--- src/rtl/hazard_control_unit.sv ---
// Pipeline hazard control: load-use stalls, branch flushes, data-memory wait
// handling with a timeout that halts the pipeline, plus stall/flush counters.
module hazard_control_unit #(
   parameter int unsigned TIMEOUT_CYCLES = 255
) (
   input  logic        CLK,
   input  logic        RESET,
   input  logic [4:0]  ID_ADDR1,
   input  logic [4:0]  ID_ADDR2,
   input  logic        ID_USES_OP1,
   input  logic        ID_USES_OP2,
   input  logic [4:0]  EX_ADDR,
   input  logic        EX_WRITE_EN,
   input  logic        EX_MEM_READ,
   input  logic        BRANCH_TAKEN,
   input  logic        DMEM_BUSY,
   output logic        PC_HOLD,
   output logic        IFID_HOLD,
   output logic        IDEX_HOLD,
   output logic        EXMEM_HOLD,
   output logic        IFID_FLUSH,
   output logic        IDEX_BUBBLE,
   output logic        MEMWB_BUBBLE,
   output logic        MEM_TIMEOUT,
   output logic [15:0] STALL_COUNT,
   output logic [15:0] FLUSH_COUNT
);

   localparam int unsigned CW = (TIMEOUT_CYCLES > 1) ? $clog2(TIMEOUT_CYCLES) : 1;
   localparam logic [CW-1:0] WAIT_LAST = CW'(TIMEOUT_CYCLES - 1);

   typedef enum logic [1:0] {
      ST_RUN,
      ST_WAIT,
      ST_HALT
   } state_t;

   state_t        state_q, state_d;
   logic [CW-1:0] wait_cnt_q, wait_cnt_d;
   logic [15:0]   stall_cnt_q, stall_cnt_d;
   logic [15:0]   flush_cnt_q, flush_cnt_d;
   logic          mem_timeout_q, mem_timeout_d;

   logic load_use;
   logic pc_hold, ifid_hold, idex_hold, exmem_hold;
   logic ifid_flush, idex_bubble, memwb_bubble;

   // An operand only matters when the ID instruction actually reads it; x0 never stalls.
   assign load_use = EX_MEM_READ && EX_WRITE_EN && (EX_ADDR != '0) &&
                     ((ID_USES_OP1 && (ID_ADDR1 == EX_ADDR)) ||
                      (ID_USES_OP2 && (ID_ADDR2 == EX_ADDR)));

   always_comb begin
      state_d    = state_q;
      wait_cnt_d = wait_cnt_q;
      case (state_q)
         ST_RUN: begin
            wait_cnt_d = '0;
            if (DMEM_BUSY) state_d = ST_WAIT;
         end
         ST_WAIT: begin
            if (!DMEM_BUSY) begin
               state_d    = ST_RUN;
               wait_cnt_d = '0;
            end else if (wait_cnt_q == WAIT_LAST) begin
               state_d = ST_HALT;
            end else begin
               wait_cnt_d = wait_cnt_q + CW'(1);
            end
         end
         ST_HALT: state_d = ST_HALT;
         default: begin
            state_d    = ST_RUN;
            wait_cnt_d = '0;
         end
      endcase
   end

   // Busy defers branch and load-use: EX is frozen and presents them again.
   always_comb begin
      pc_hold      = 1'b0;
      ifid_hold    = 1'b0;
      idex_hold    = 1'b0;
      exmem_hold   = 1'b0;
      ifid_flush   = 1'b0;
      idex_bubble  = 1'b0;
      memwb_bubble = 1'b0;
      if (RESET) begin
         pc_hold = 1'b0;
      end else if ((state_q == ST_HALT) || DMEM_BUSY) begin
         pc_hold      = 1'b1;
         ifid_hold    = 1'b1;
         idex_hold    = 1'b1;
         exmem_hold   = 1'b1;
         memwb_bubble = 1'b1;
      end else if (BRANCH_TAKEN) begin
         ifid_flush  = 1'b1;
         idex_bubble = 1'b1;
      end else if (load_use) begin
         pc_hold     = 1'b1;
         ifid_hold   = 1'b1;
         idex_bubble = 1'b1;
      end
   end

   always_comb begin
      stall_cnt_d = stall_cnt_q;
      flush_cnt_d = flush_cnt_q;
      if (pc_hold && (state_q != ST_HALT) && (stall_cnt_q != '1))
         stall_cnt_d = stall_cnt_q + 16'd1;
      if (ifid_flush && (flush_cnt_q != '1))
         flush_cnt_d = flush_cnt_q + 16'd1;
      mem_timeout_d = (state_d == ST_HALT);
   end

   always_ff @(posedge CLK) begin
      if (RESET) begin
         state_q       <= ST_RUN;
         wait_cnt_q    <= '0;
         stall_cnt_q   <= '0;
         flush_cnt_q   <= '0;
         mem_timeout_q <= 1'b0;
      end else begin
         state_q       <= state_d;
         wait_cnt_q    <= wait_cnt_d;
         stall_cnt_q   <= stall_cnt_d;
         flush_cnt_q   <= flush_cnt_d;
         mem_timeout_q <= mem_timeout_d;
      end
   end

   assign PC_HOLD      = pc_hold;
   assign IFID_HOLD    = ifid_hold;
   assign IDEX_HOLD    = idex_hold;
   assign EXMEM_HOLD   = exmem_hold;
   assign IFID_FLUSH   = ifid_flush;
   assign IDEX_BUBBLE  = idex_bubble;
   assign MEMWB_BUBBLE = memwb_bubble;
   assign MEM_TIMEOUT  = mem_timeout_q;
   assign STALL_COUNT  = stall_cnt_q;
   assign FLUSH_COUNT  = flush_cnt_q;

endmodule

--- config.mk ---
export PLATFORM = sky130hd
export DESIGN_NAME = hazard_control_unit
export DESIGN_NICKNAME = d
export VERILOG_FILES = /design/src/rtl/hazard_control_unit.sv
export SDC_FILE = /design/constraint.sdc
export NUM_CORES = 1
export LEC_CHECK = 0
export CORE_MARGIN = 2
export CORE_UTILIZATION = 45
export DETAILED_ROUTE_END_ITERATION = 10
export GPL_TIMING_DRIVEN = 0
export MAX_ROUTING_LAYER = met4
export PLACE_DENSITY = 0.77
export REMOVE_ABC_BUFFERS = 1
export SYNTH_ARGS = -nofsm -noshare
export SYNTH_HDL_FRONTEND = slang
export SYNTH_SLANG_ARGS = --single-unit
--- constraint.sdc ---
create_clock -name CLK -period 3.7 [get_ports CLK]
set_input_delay 0.74 -clock CLK [delete_from_list [all_inputs] [get_ports CLK]]
set_output_delay 0.74 -clock CLK [all_outputs]
set_load 0.05 [all_outputs]
; After elaboration in Yosys (flattened, before gate mapping)
; Cells that the tools add are included.
[totals]
ff_bits = 43
input_bits = 23
elab_cells = 51
[op_classes]
addsub = 3
eq_ne = 10
muxes = 19
bitwise_logic = 1
n_reduce_logical = 13
[ops]
columns = op, n
row1 = $add A16 B1 Y16 const B, 2
row2 = $ne A16 B16 Y1 const B, 2
row3 = $mux W8, 2
row4 = $pmux W8 S2, 1
row5 = $mux W1, 12
row6 = $eq A5 B5 Y1, 2
row7 = $add A8 B1 Y8 const B, 1
row8 = $eq A8 B8 Y1 const B, 1
row9 = $logic_and A1 B1 Y1, 8
row10 = $mux W2, 3
row11 = $pmux W2 S3, 1
row12 = $reduce_bool A5 Y1, 1
row13 = $eq A2 B2 Y1 const B, 2
row14 = $ne A3 B3 Y1 const B, 1
row15 = $eq A2 B1 Y1 const B, 1
row16 = $logic_not A2 Y1, 1
row17 = $logic_or A1 B1 Y1, 2
row18 = $ne A2 B2 Y1 const B, 1
row19 = $reduce_and A2 Y1, 1
row20 = $not A1 Y1, 1

; Logic depth before layout (Yosys ltp)
[depth]
word_depth = 10
depth_mapped = 8
ltp_nobuf = 7

; Worst setup path after synthesis
; No wires, ideal clock.
[synth_path]
kind = input to output
startpoint = input port RESET
endpoint = output port IDEX_BUBBLE
arrival_time_ns = 2.533
required_ns = 2.960
setup_slack_ns = 0.427
path_stages = 5
path_buffers = 1
path_cell_list = buf_2 -> inv_1 -> o2111a_2 -> nand2_1 -> o31ai_1
[synth_between]
elab_chain_cells = 1
[synth_lines]
columns = item, line_no
row1 = "start, declared", 7  ; input logic RESET,
row2 = $mux W1, 88  ; if (RESET) begin
row3 = "end, declared", 22  ; output logic IDEX_BUBBLE,
; Every way passes these cells.

; Final worst setup path
[layout_path]
startpoint = input port DMEM_BUSY
endpoint = output port IFID_FLUSH
[layout_between]
elab_chain_cells = 3
[layout_lines]
columns = item, line_no
row1 = "start, declared", 16  ; input logic DMEM_BUSY,
row2 = $logic_or A1 B1 Y1, 90  ; end else if ((state_q == ST_HALT) || DMEM_BUSY) begin
row3 = $mux W1, 90
row4 = $mux W1, 88
row5 = "end, declared", 21  ; output logic IFID_FLUSH,
; Every way passes these cells.

==> results.json <==
{
  "yosysWarnings": 0,
  "place_area_um2": 3000,
  "finalHoldWorstSlack_ns": 0.467,
  "final_common_cell": "clkdlybuf4s50_1",
  "wl_per_cell_um": 13.3,
  "drt_iter0_markers": 52,
  "cp.arrival_ns": 2.88,
  "drc": 0,
  "cts.clk_slew.worst_paths_ns": 0.07,
  "post_cts_buffers": 0,
  "fill_cells": 475,
  "portBuffers": 62,
  "rr_worst_depth": 7,
  "drv_cap": 0,
  "drive_above_1_share_pct": 11.9,
  "overflow": 0,
  "fin_area_um2": 3110,
  "r2r_end": "STALL_COUNT[3]",
  "synth_enable_flop_cells": 0,
  "die-area_um2": 5890,
  "min_from": "wait_cnt_q[7]",
  "cp_max_fo": 6,
  "nNetsFinal": 355,
  "rsz0062_at_grt": "false",
  "ys_seq_area_share_pct": 36.2,
  "worst_setup_path_start_kind": "primary input",
  "die_width_um": 76.7,
  "leakagePower_nw": 1.06,
  "routed_wl_um": 5310,
  "period_share_pct": 97.9,
  "max_freq_mhz": 276,
  "clock_sinks": 43,
  "coreArea_um2": 5110,
  "grt_max_degree": 38,
  "syn_area_per_cell_um2": 8.75,
  "rrSetupSlack_ns": 1.43,
  "ys.flop_type": "dfxtp_1",
  "hold_depth": 1,
  "ys_types": 51,
  "drt_pass1_iterations": 4,
  "path_buf_inv": 3,
  "start_util_pct": 46.6,
  "syn_inst": 272,
  "outcome": "finished clean",
  "worstSetupPathType": "in -> out",
  "grt_pass1_vias": 2057,
  "ys_async_sr_fraction_pct": 0,
  "cts_tree": "yes",
  "cts-htree-levels": 2,
  "mostFrequentLayoutCells": "clkdlybuf4s50_1 (58), dfxtp_1 (43), nor2_1 (36)",
  "post-dp-hpwl_um": 3830,
  "critical-path-slowest-cell": "clkdlybuf4s50_1",
  "dr_total_vias": 2178,
  "r2r_start": "STALL_COUNT[7]",
  "ys_ff_latch": 43,
  "cts_buffers": 5,
  "vias_per_cell": 5.46,
  "setup_viol_count_final": 0,
  "hold_viol_final": 0,
  "peakVddDrop_mv": 0.149,
  "area_growth_pct": 30.7,
  "grt_pass1_wl_um": 8940,
  "path_common_cell": "clkdlybuf4s50_1",
  "powerDensity_nw_per_um2": 300,
  "gp_congestion": 0.808,
  "fin_worst_skew_ns": 0.0109,
  "cp_cell_sequence": "clkdlybuf4s50_1 > or4b_1 > inv_1 > clkdlybuf4s50_1",
  "rows": 26,
  "total_power_mw": 0.935,
  "max_stage_delay_ns": 0.81,
  "fp.dieH_um": 76.7,
  "min_period_ns": 3.62,
  "worst_pin_slew_ns": 0.896,
  "clock_path_buffers": 2,
  "hold_path.class": "reg -> reg",
  "whs_endpoint": "wait_cnt_q[7]",
  "crit_family": "buffers and inverters",
  "startpoint": "DMEM_BUSY",
  "n_antenna_cell": 0,
  "final_util_pct": 61.0,
  "cp-end-kind": "primary output",
  "antenna_found_initial": 0,
  "ant_nets": 0,
  "ctsRootBufferMaster": "clkbuf_8",
  "clock_latency_ns": 0.30,
  "maxSlewViolCount": 0,
  "synth_area_um2": 2380,
  "io_pins": 63,
  "cp_data_required_time_ns": 2.96,
  "slew-limit-headroom_pct": 39.9,
  "grtUsageTotal_pct": 18.8
}
power by group:
group	leakage (nW)	switching [mW]	total (mW)	internal [mW]
registers	0.347	0.00404	0.469	0.465
logic	0.651	0.0567	0.101	0.0447
clock network	0.0581	0.163	0.364	0.201
Yosys cell counts (2+ instances only):
master,instances,area share (%)
dfxtp_1,43,36
nor3_1,4,0.84
xnor2_1,14,5.1
nand2_1,18,2.8
nand2b_1,2,0.53
o21ai_0,11,2.3
nand4_1,13,3.4
clkbuf_1,5,0.79
mux2_2,3,1.4
a21oi_2,8,2.9
or4_1,6,1.9
nor2b_1,3,0.79
inv_1,9,1.4
nor2_1,36,5.7
o41ai_1,5,1.8
buf_4,5,1.6
nor4_1,3,0.79
and4_1,2,0.74
ha_1,4,2.1
nor3b_1,2,0.63
o31ai_1,3,0.95
o311ai_0,4,1.5
o31ai_2,4,2.1
o21ai_2,3,1.1
xor2_1,10,3.7
or3_1,2,0.53
nand3_1,17,3.6
a21oi_1,2,0.42
and2_1,2,0.53
and3_1,8,2.1
repair_timing:
action / in CTS / in global routing
endpoints found under the setup margin: 3 / 0
resized for setup: 3 / 0
hold buffers: 0 / 0
cells by family (layout without fill, tap and decap cells):
kind of cell	count (synthesis)	count (layout)	share of synthesized area (%)
AND/OR/NAND/NOR	123	123	26.7
AO/OA/AOI/OAI	50	50	18.2
flip-flops	43	43	36.2
XOR/XNOR	24	24	8.83
buffers and inverters	23	80	5.46
multiplexers	5	5	2.47
adder cells (fa/ha/maj)	4	4	2.10
area by class of cell:
cell class,count,area (µm²),area share (%)
clock buffers,5,68.8,2.21
clock inverters,3,43.8,1.41
inverters,9,33.8,1.09
multi-input cells,206,1400,44.8
flip-flops and latches,43,861,27.7
well taps,70,87.6,2.81
repair buffers,63,623,20.0
flip-flops by register name, summed over array words and instances, names as in the netlist:
name and flops:
FLUSH_COUNT 16, STALL_COUNT 16, wait_cnt_q 8, state_q 2, MEM_TIMEOUT 1
worst register-to-register path, cell delays in order (launching register included):
cell and delay (ns):
dfxtp_1 0.43, nand3_1 0.15, nor2_1 0.25, nand2_1 0.11, nor3_2 0.73, buf_6 0.26, or4_1 0.15, a21oi_2 0.05
routing by layer:
layer  part of all wire, %  routed length [µm]  global-route usage [%]  vias up
met3                   4.6                 244                    4.00       10
met1                    46                2430                    21.3      999
met2                    48                2530                    32.2       61
met5                     0                   0                       -        -
li1                      -                   -                       -     1108
met4                   2.0                 106                    7.45        0
per-stage QoR:
stage	TNS, ns	std cells	setup slack [ns]
after floorplan	0	258	0.158
after global placement	-14.61	390	-1.04
after detailed placement	-0.0970	391	-0.0522
after CTS	0	399	0.0787
after global routing	0	399	0.0364
final	0	399	0.0778
worst max-delay path by stage:
stage	cells after the start	to
6_report	4	IFID_FLUSH
5_1_grt	4	IFID_FLUSH
4_1_cts	4	IFID_FLUSH
3_5_place_dp	6	IFID_HOLD
3_3_place_gp	6	PC_HOLD
2_1_floorplan	5	IFID_HOLD
No activity file was read; power rests on OpenSTA's default activity.
